<file path="src/rtl/pc_fetch_unit_if.sv">
// pc_fetch_unit_if: instruction-memory request/response and decode handshake bundle
interface pc_fetch_unit_if;
    logic        imem_req_valid;
    logic        imem_req_ready;
    logic [31:0] imem_req_addr;
    logic        imem_rsp_valid;
    logic [31:0] imem_rsp_data;
    logic        inst_valid;
    logic        inst_ready;
    logic [31:0] inst;
    logic [31:0] pc;

    modport master (
        output imem_req_valid, imem_req_addr, inst_valid, inst, pc,
        input  imem_req_ready, imem_rsp_valid, imem_rsp_data, inst_ready
    );

    modport slave (
        input  imem_req_valid, imem_req_addr, inst_valid, inst, pc,
        output imem_req_ready, imem_rsp_valid, imem_rsp_data, inst_ready
    );
endinterface

</file>
<file path="src/rtl/pc_fetch_unit.sv">
// pc_fetch_unit: architectural PC register and fetch sequencer presenting instructions to decode
module pc_fetch_unit #(
    parameter logic [31:0] RESET_PC = 32'h0000_0000
) (
    input  logic                   clk,
    input  logic                   rst_n,
    pc_fetch_unit_if.master        bus,
    input  logic [31:0]            next_pc,
    input  logic                   halt,
    output logic                   halted,
    output logic                   misalign_err,
    output logic [31:0]            instret
);
    typedef enum logic [2:0] {S_BOOT, S_REQ, S_WAIT, S_DELIV, S_HALTED, S_ERR} state_e;

    state_e      state_q, state_d;
    logic [31:0] pc_q, pc_d;
    logic [31:0] inst_q, inst_d;
    logic [31:0] instret_q, instret_d;
    logic        req_valid_q, req_valid_d;
    logic        inst_valid_q, inst_valid_d;
    logic        halted_q, halted_d;
    logic        err_q, err_d;

    always_comb begin
        state_d   = state_q;
        pc_d      = pc_q;
        inst_d    = inst_q;
        instret_d = instret_q;
        case (state_q)
            S_BOOT:  state_d = S_REQ;
            S_REQ:   state_d = bus.imem_req_ready ? S_WAIT : S_REQ;
            S_WAIT: begin
                if (bus.imem_rsp_valid) begin
                    state_d = S_DELIV;
                    inst_d  = bus.imem_rsp_data;
                end
            end
            S_DELIV: begin
                if (bus.inst_ready) begin
                    instret_d = instret_q + 32'd1;
                    // halt takes priority, so a misaligned next_pc is never latched on a halting instruction
                    if (halt) begin
                        state_d = S_HALTED;
                    end else begin
                        pc_d    = next_pc;
                        state_d = (next_pc[1:0] != 2'b00) ? S_ERR : S_REQ;
                    end
                end
            end
            default: state_d = state_q;
        endcase
        req_valid_d  = (state_d == S_REQ);
        inst_valid_d = (state_d == S_DELIV);
        halted_d     = (state_d == S_HALTED);
        err_d        = (state_d == S_ERR);
    end

    always_ff @(posedge clk or negedge rst_n) begin
        if (!rst_n) begin
            state_q      <= S_BOOT;
            pc_q         <= RESET_PC;
            inst_q       <= '0;
            instret_q    <= '0;
            req_valid_q  <= 1'b0;
            inst_valid_q <= 1'b0;
            halted_q     <= 1'b0;
            err_q        <= 1'b0;
        end else begin
            state_q      <= state_d;
            pc_q         <= pc_d;
            inst_q       <= inst_d;
            instret_q    <= instret_d;
            req_valid_q  <= req_valid_d;
            inst_valid_q <= inst_valid_d;
            halted_q     <= halted_d;
            err_q        <= err_d;
        end
    end

    assign bus.imem_req_valid = req_valid_q;
    assign bus.imem_req_addr  = pc_q;
    assign bus.inst_valid     = inst_valid_q;
    assign bus.inst           = inst_q;
    assign bus.pc             = pc_q;
    assign halted             = halted_q;
    assign misalign_err       = err_q;
    assign instret            = instret_q;
endmodule

</file>
<file path="src/flat_wrapper.sv">
// flat-port wrapper written by rule: the top's interface ports become plain ports
module pc_fetch_unit_flat 
#(
    parameter logic [31:0] RESET_PC = 32'h0000_0000
)
  (clk, rst_n, next_pc, halt, halted, misalign_err, instret, bus_imem_req_valid, bus_imem_req_addr, bus_inst_valid, bus_inst, bus_pc, bus_imem_req_ready, bus_imem_rsp_valid, bus_imem_rsp_data, bus_inst_ready);
  pc_fetch_unit_if bus_i ();
  input  logic clk;
  input  logic rst_n;
  input  logic [31:0] next_pc;
  input  logic halt;
  output logic halted;
  output logic misalign_err;
  output logic [31:0] instret;
  output wire logic [$bits(bus_i.imem_req_valid)-1:0] bus_imem_req_valid;
  output wire logic [$bits(bus_i.imem_req_addr)-1:0] bus_imem_req_addr;
  output wire logic [$bits(bus_i.inst_valid)-1:0] bus_inst_valid;
  output wire logic [$bits(bus_i.inst)-1:0] bus_inst;
  output wire logic [$bits(bus_i.pc)-1:0] bus_pc;
  input wire logic [$bits(bus_i.imem_req_ready)-1:0] bus_imem_req_ready;
  input wire logic [$bits(bus_i.imem_rsp_valid)-1:0] bus_imem_rsp_valid;
  input wire logic [$bits(bus_i.imem_rsp_data)-1:0] bus_imem_rsp_data;
  input wire logic [$bits(bus_i.inst_ready)-1:0] bus_inst_ready;
  assign bus_imem_req_valid = bus_i.imem_req_valid;
  assign bus_imem_req_addr = bus_i.imem_req_addr;
  assign bus_inst_valid = bus_i.inst_valid;
  assign bus_inst = bus_i.inst;
  assign bus_pc = bus_i.pc;
  assign bus_i.imem_req_ready = bus_imem_req_ready;
  assign bus_i.imem_rsp_valid = bus_imem_rsp_valid;
  assign bus_i.imem_rsp_data = bus_imem_rsp_data;
  assign bus_i.inst_ready = bus_inst_ready;
  pc_fetch_unit #(.RESET_PC(RESET_PC)) u_core (.clk(clk), .rst_n(rst_n), .bus(bus_i), .next_pc(next_pc), .halt(halt), .halted(halted), .misalign_err(misalign_err), .instret(instret));
endmodule
</file>
<file path="config.mk">
export PLATFORM = sky130hd
export DESIGN_NAME = pc_fetch_unit_flat
export DESIGN_NICKNAME = d
export VERILOG_FILES = /design/src/rtl/pc_fetch_unit_if.sv /design/src/rtl/pc_fetch_unit.sv /design/src/flat_wrapper.sv
export SDC_FILE = /design/constraint.sdc
export NUM_CORES = 1
export LEC_CHECK = 0
export ABC_AREA = 1
export BUFFER_PORTS_ARGS = -buffer_cell sky130_fd_sc_hd__buf_4
export CAP_MARGIN = 20
export CORE_ASPECT_RATIO = 0.7
export CORE_MARGIN = 3
export CORE_UTILIZATION = 48
export DETAILED_ROUTE_END_ITERATION = 7
export PLACE_DENSITY_LB_ADDON = 0.12
export SLEW_MARGIN = 40
export SYNTH_ARGS = -nofsm -noshare
export SYNTH_HDL_FRONTEND = slang
export SYNTH_SLANG_ARGS = --single-unit
</file>
<file path="constraint.sdc">
create_clock -name clk -period 2 [get_ports clk]
set_input_delay 0.3 -clock clk [delete_from_list [all_inputs] [get_ports clk]]
set_output_delay 0.3 -clock clk [all_outputs]
set_load 0.02 [all_outputs]
</file>
==> results.cfg <==
[die]
die_h_um = 89.7
die_w_um = 126
initial_core_util_pct = 51.2
io_pins = 202
dieArea_um2 = 11300
row_count = 29
core_area_um2 = 9400

[synth]
synth_nets = 573
synth_top_family_by_area = simple AND/OR/NAND/NOR gates
synthCells = 502
synth_compound_area_share_pct = 0.625
yosys.area_share.adder_pct = 0.260
synth-simple-area-share_pct = 24.0
synthArstFlopShare_pct = 100
syn-cell-area_um2 = 4810
post_synth_num_cell_types = 29
synth_warnings = 0
ys_seq_area_share_pct = 53.6
synth.area.mux_share_pct = 7.49
syn_avg_cell_area_um2 = 9.58
ys_ff_latch = 103
ys.flop_type = dfrtp_1
synthXorXnorAreaFrac_pct = 3.64
synth_edf_count = 0

[routing]
drc = 0
routedWlPerCell_um = 15.3
ant_nets = 0
firstDrtPassIters = 5
drt-total-wl_um = 12300
num_vias = 3941
via_per_inst = 4.89
drt-initial-drc-count = 200

[timing]
worstMarginPinSlew_ns = 0.465
worst_slack_ns = 0.278
hold_violations = 0
drv_slew = 0
finClkSkew_ns = 0.00805
setup_viol = 0
finalCriticalPeriod_ns = 1.72
hold_ws_ns = 0.196
slew_headroom_pct = 69.0
max_clock_freq_ghz = 0.581
fin_crit_sh_pct = 86.1
rsz0062_at_grt = no
setup_tns_ns = 0

[final_layout]
fillers = 729
final_nets = 748
utilization_pct = 69.7
design_area_um2 = 6550
drive_above_1_share_pct = 40.0
finalNonFillerCells = 806
antenna_cells = 0
area_growth_pct = 36.2

[place]
io_buffers = 201
routabilityCongestion = 0.839
place_ws_ns = 0.298
dp_hpwl_um = 9500
postPlaceCellArea_um2 = 6230
dp.cells = 789

[setup_path]
crit_chain = inv_2 > nand4_4 > inv_2 > buf_4 > nand3_1 > nand2_1
critPathMaxStageDelay_ns = 0.43
required_ns = 2.27
crit_buf_inv = 3
crit_top_cell = inv_2
critical_path.top_delay_family = buffers and inverters
startpoint_type = flip-flop
cp_max_fo = 32
worst_setup_path_end_kind = flip-flop
cp_slowest_cell = dfrtp_1
arrival_ns = 1.99
path_class = flip-flop to flip-flop

[clock_network]
clkSinkCount = 103
clk_root_buffer_cell = clkbuf_16
cts_tree = built
cts_buffers = 9
cts_buffer_depth = 2
cts_resized = 0
h-tree-depth = 3
hold_buffers = 1
insertion_delay_ns = 0.33
cts_setup_buffers = 0
path_clk_slew_ns = 0.07

[global_route]
gr-usage-all-layers_pct = 21.9
antenna_found_initial = 0
grt_max_degree = 36
grt_overflow = 0
first_global_vias = 3940
grt_pass1_wl_um = 20300

[outcome]
outcome = finished clean

[power]
power_leakage_nw = 3.70
p_per_area_nw_per_um2 = 623
ir_worst_vdd_mv = 0.458
power_mw = 4.08

[run]
maxCapViolCount = 0

[min_path]
min_path_type = primary input to flip-flop
==> tightest hold or removal path, delay by kind of cell <==
kind,cells,cell delay (ns)
buffers and inverters,1,0.08
and+or+nand+nor,2,0.12
==> final timing paths <==
check | startpoint | to | slack (ns) | cells past startpoint
max in group asynchronous | rst_n | u_core.bus.inst[28]$_DFFE_PN0P_ | 0.97 | 3
hold / removal | next_pc[28] | u_core.bus.imem_req_addr[28]$_DFFE_PN0P_ | 0.20 | 3
min in group asynchronous | rst_n | u_core.instret[28]$_DFFE_PN0P_ | 0.47 | 2
hold reg to reg | u_core.instret[31]$_DFFE_PN0P_ | u_core.instret[31]$_DFFE_PN0P_ | 0.50 | 2
setup reg to reg | u_core.state_q[2]$_DFF_PN0_ | u_core.bus.imem_req_addr[4]$_DFFE_PN0P_ | 0.28 | 6
setup / recovery | u_core.state_q[2]$_DFF_PN0_ | u_core.bus.imem_req_addr[4]$_DFFE_PN0P_ | 0.28 | 6
==> synth_stat cells, types with 4 or more instances <==
| master | n | share of area (%) |
|---|---|---|
| nand3_1 | 51 | 5.3 |
| mux2_2 | 32 | 7.5 |
| xor2_1 | 11 | 2.0 |
| nand2_1 | 138 | 11 |
| nor2_1 | 24 | 1.9 |
| inv_1 | 39 | 3.0 |
| nor3_1 | 5 | 0.52 |
| buf_6 | 5 | 1.2 |
| buf_2 | 4 | 0.42 |
| dfrtp_1 | 103 | 54 |
| nand4_1 | 16 | 2.1 |
| nor2_2 | 6 | 0.78 |
| xnor2_1 | 9 | 1.6 |
| buf_4 | 32 | 5.0 |
| clkbuf_1 | 5 | 0.39 |
==> final cells by class <==
class	instances	area (µm²)	share of cell area, %
multi-input cells	310	1730	26.5
flip-flops and latches	103	2580	39.3
repair buffers	210	1620	24.7
clock buffers	12	236	3.61
clock inverters	4	70.1	1.07
well taps	124	155	2.37
inverters	43	161	2.46
==> routing by layer <==
metal  track usage, %  wire length [µm]  part of all wire, %  up-vias
li1                 -                 -                    -     1923
met1             28.9              5220                   42     1849
met5                0                 0                    0        -
met4             4.69               135                  1.1        0
met3             8.00              1130                  9.2       10
met2             34.8              5830                   47      159
==> registers in the layout, indices dropped and copies added (netlist names) <==
name,cells
u_core.bus.inst_valid,1
u_core.instret,32
u_core.bus.inst,32
u_core.bus.imem_req_valid,1
u_core.state_q,3
u_core.halted,1
u_core.bus.imem_req_addr,32
u_core.misalign_err,1
==> logic make-up (layout without fill, tap and decap cells) <==
kind of cell,after synthesis,count (layout)
AND/OR/NAND/NOR,252,252
flip-flops,103,103
buffers and inverters,89,269
multiplexers,32,32
XOR/XNOR,20,20
AO/OA/AOI/OAI,5,5
adder cells (fa/ha/maj),1,1
==> power breakdown <==
group / total [mW] / switching, mW / internal (mW)
clock network: 1.81 / 0.720 / 1.09
registers: 2.09 / 0.00152 / 2.08
logic: 0.180 / 0.0794 / 0.101
==> layout by cell type (no fill, tap or decap), types with 5 or more instances in the layout <==
cell,count
xnor2_1,9
dfrtp_1,103
buf_4,206
nor2_2,6
mux2_2,32
nor2_1,24
xor2_1,11
clkbuf_16,9
nand2_1,138
nand3_1,51
nor3_1,5
nand4_1,16
inv_1,39
No activity file was read; power rests on OpenSTA's default activity.
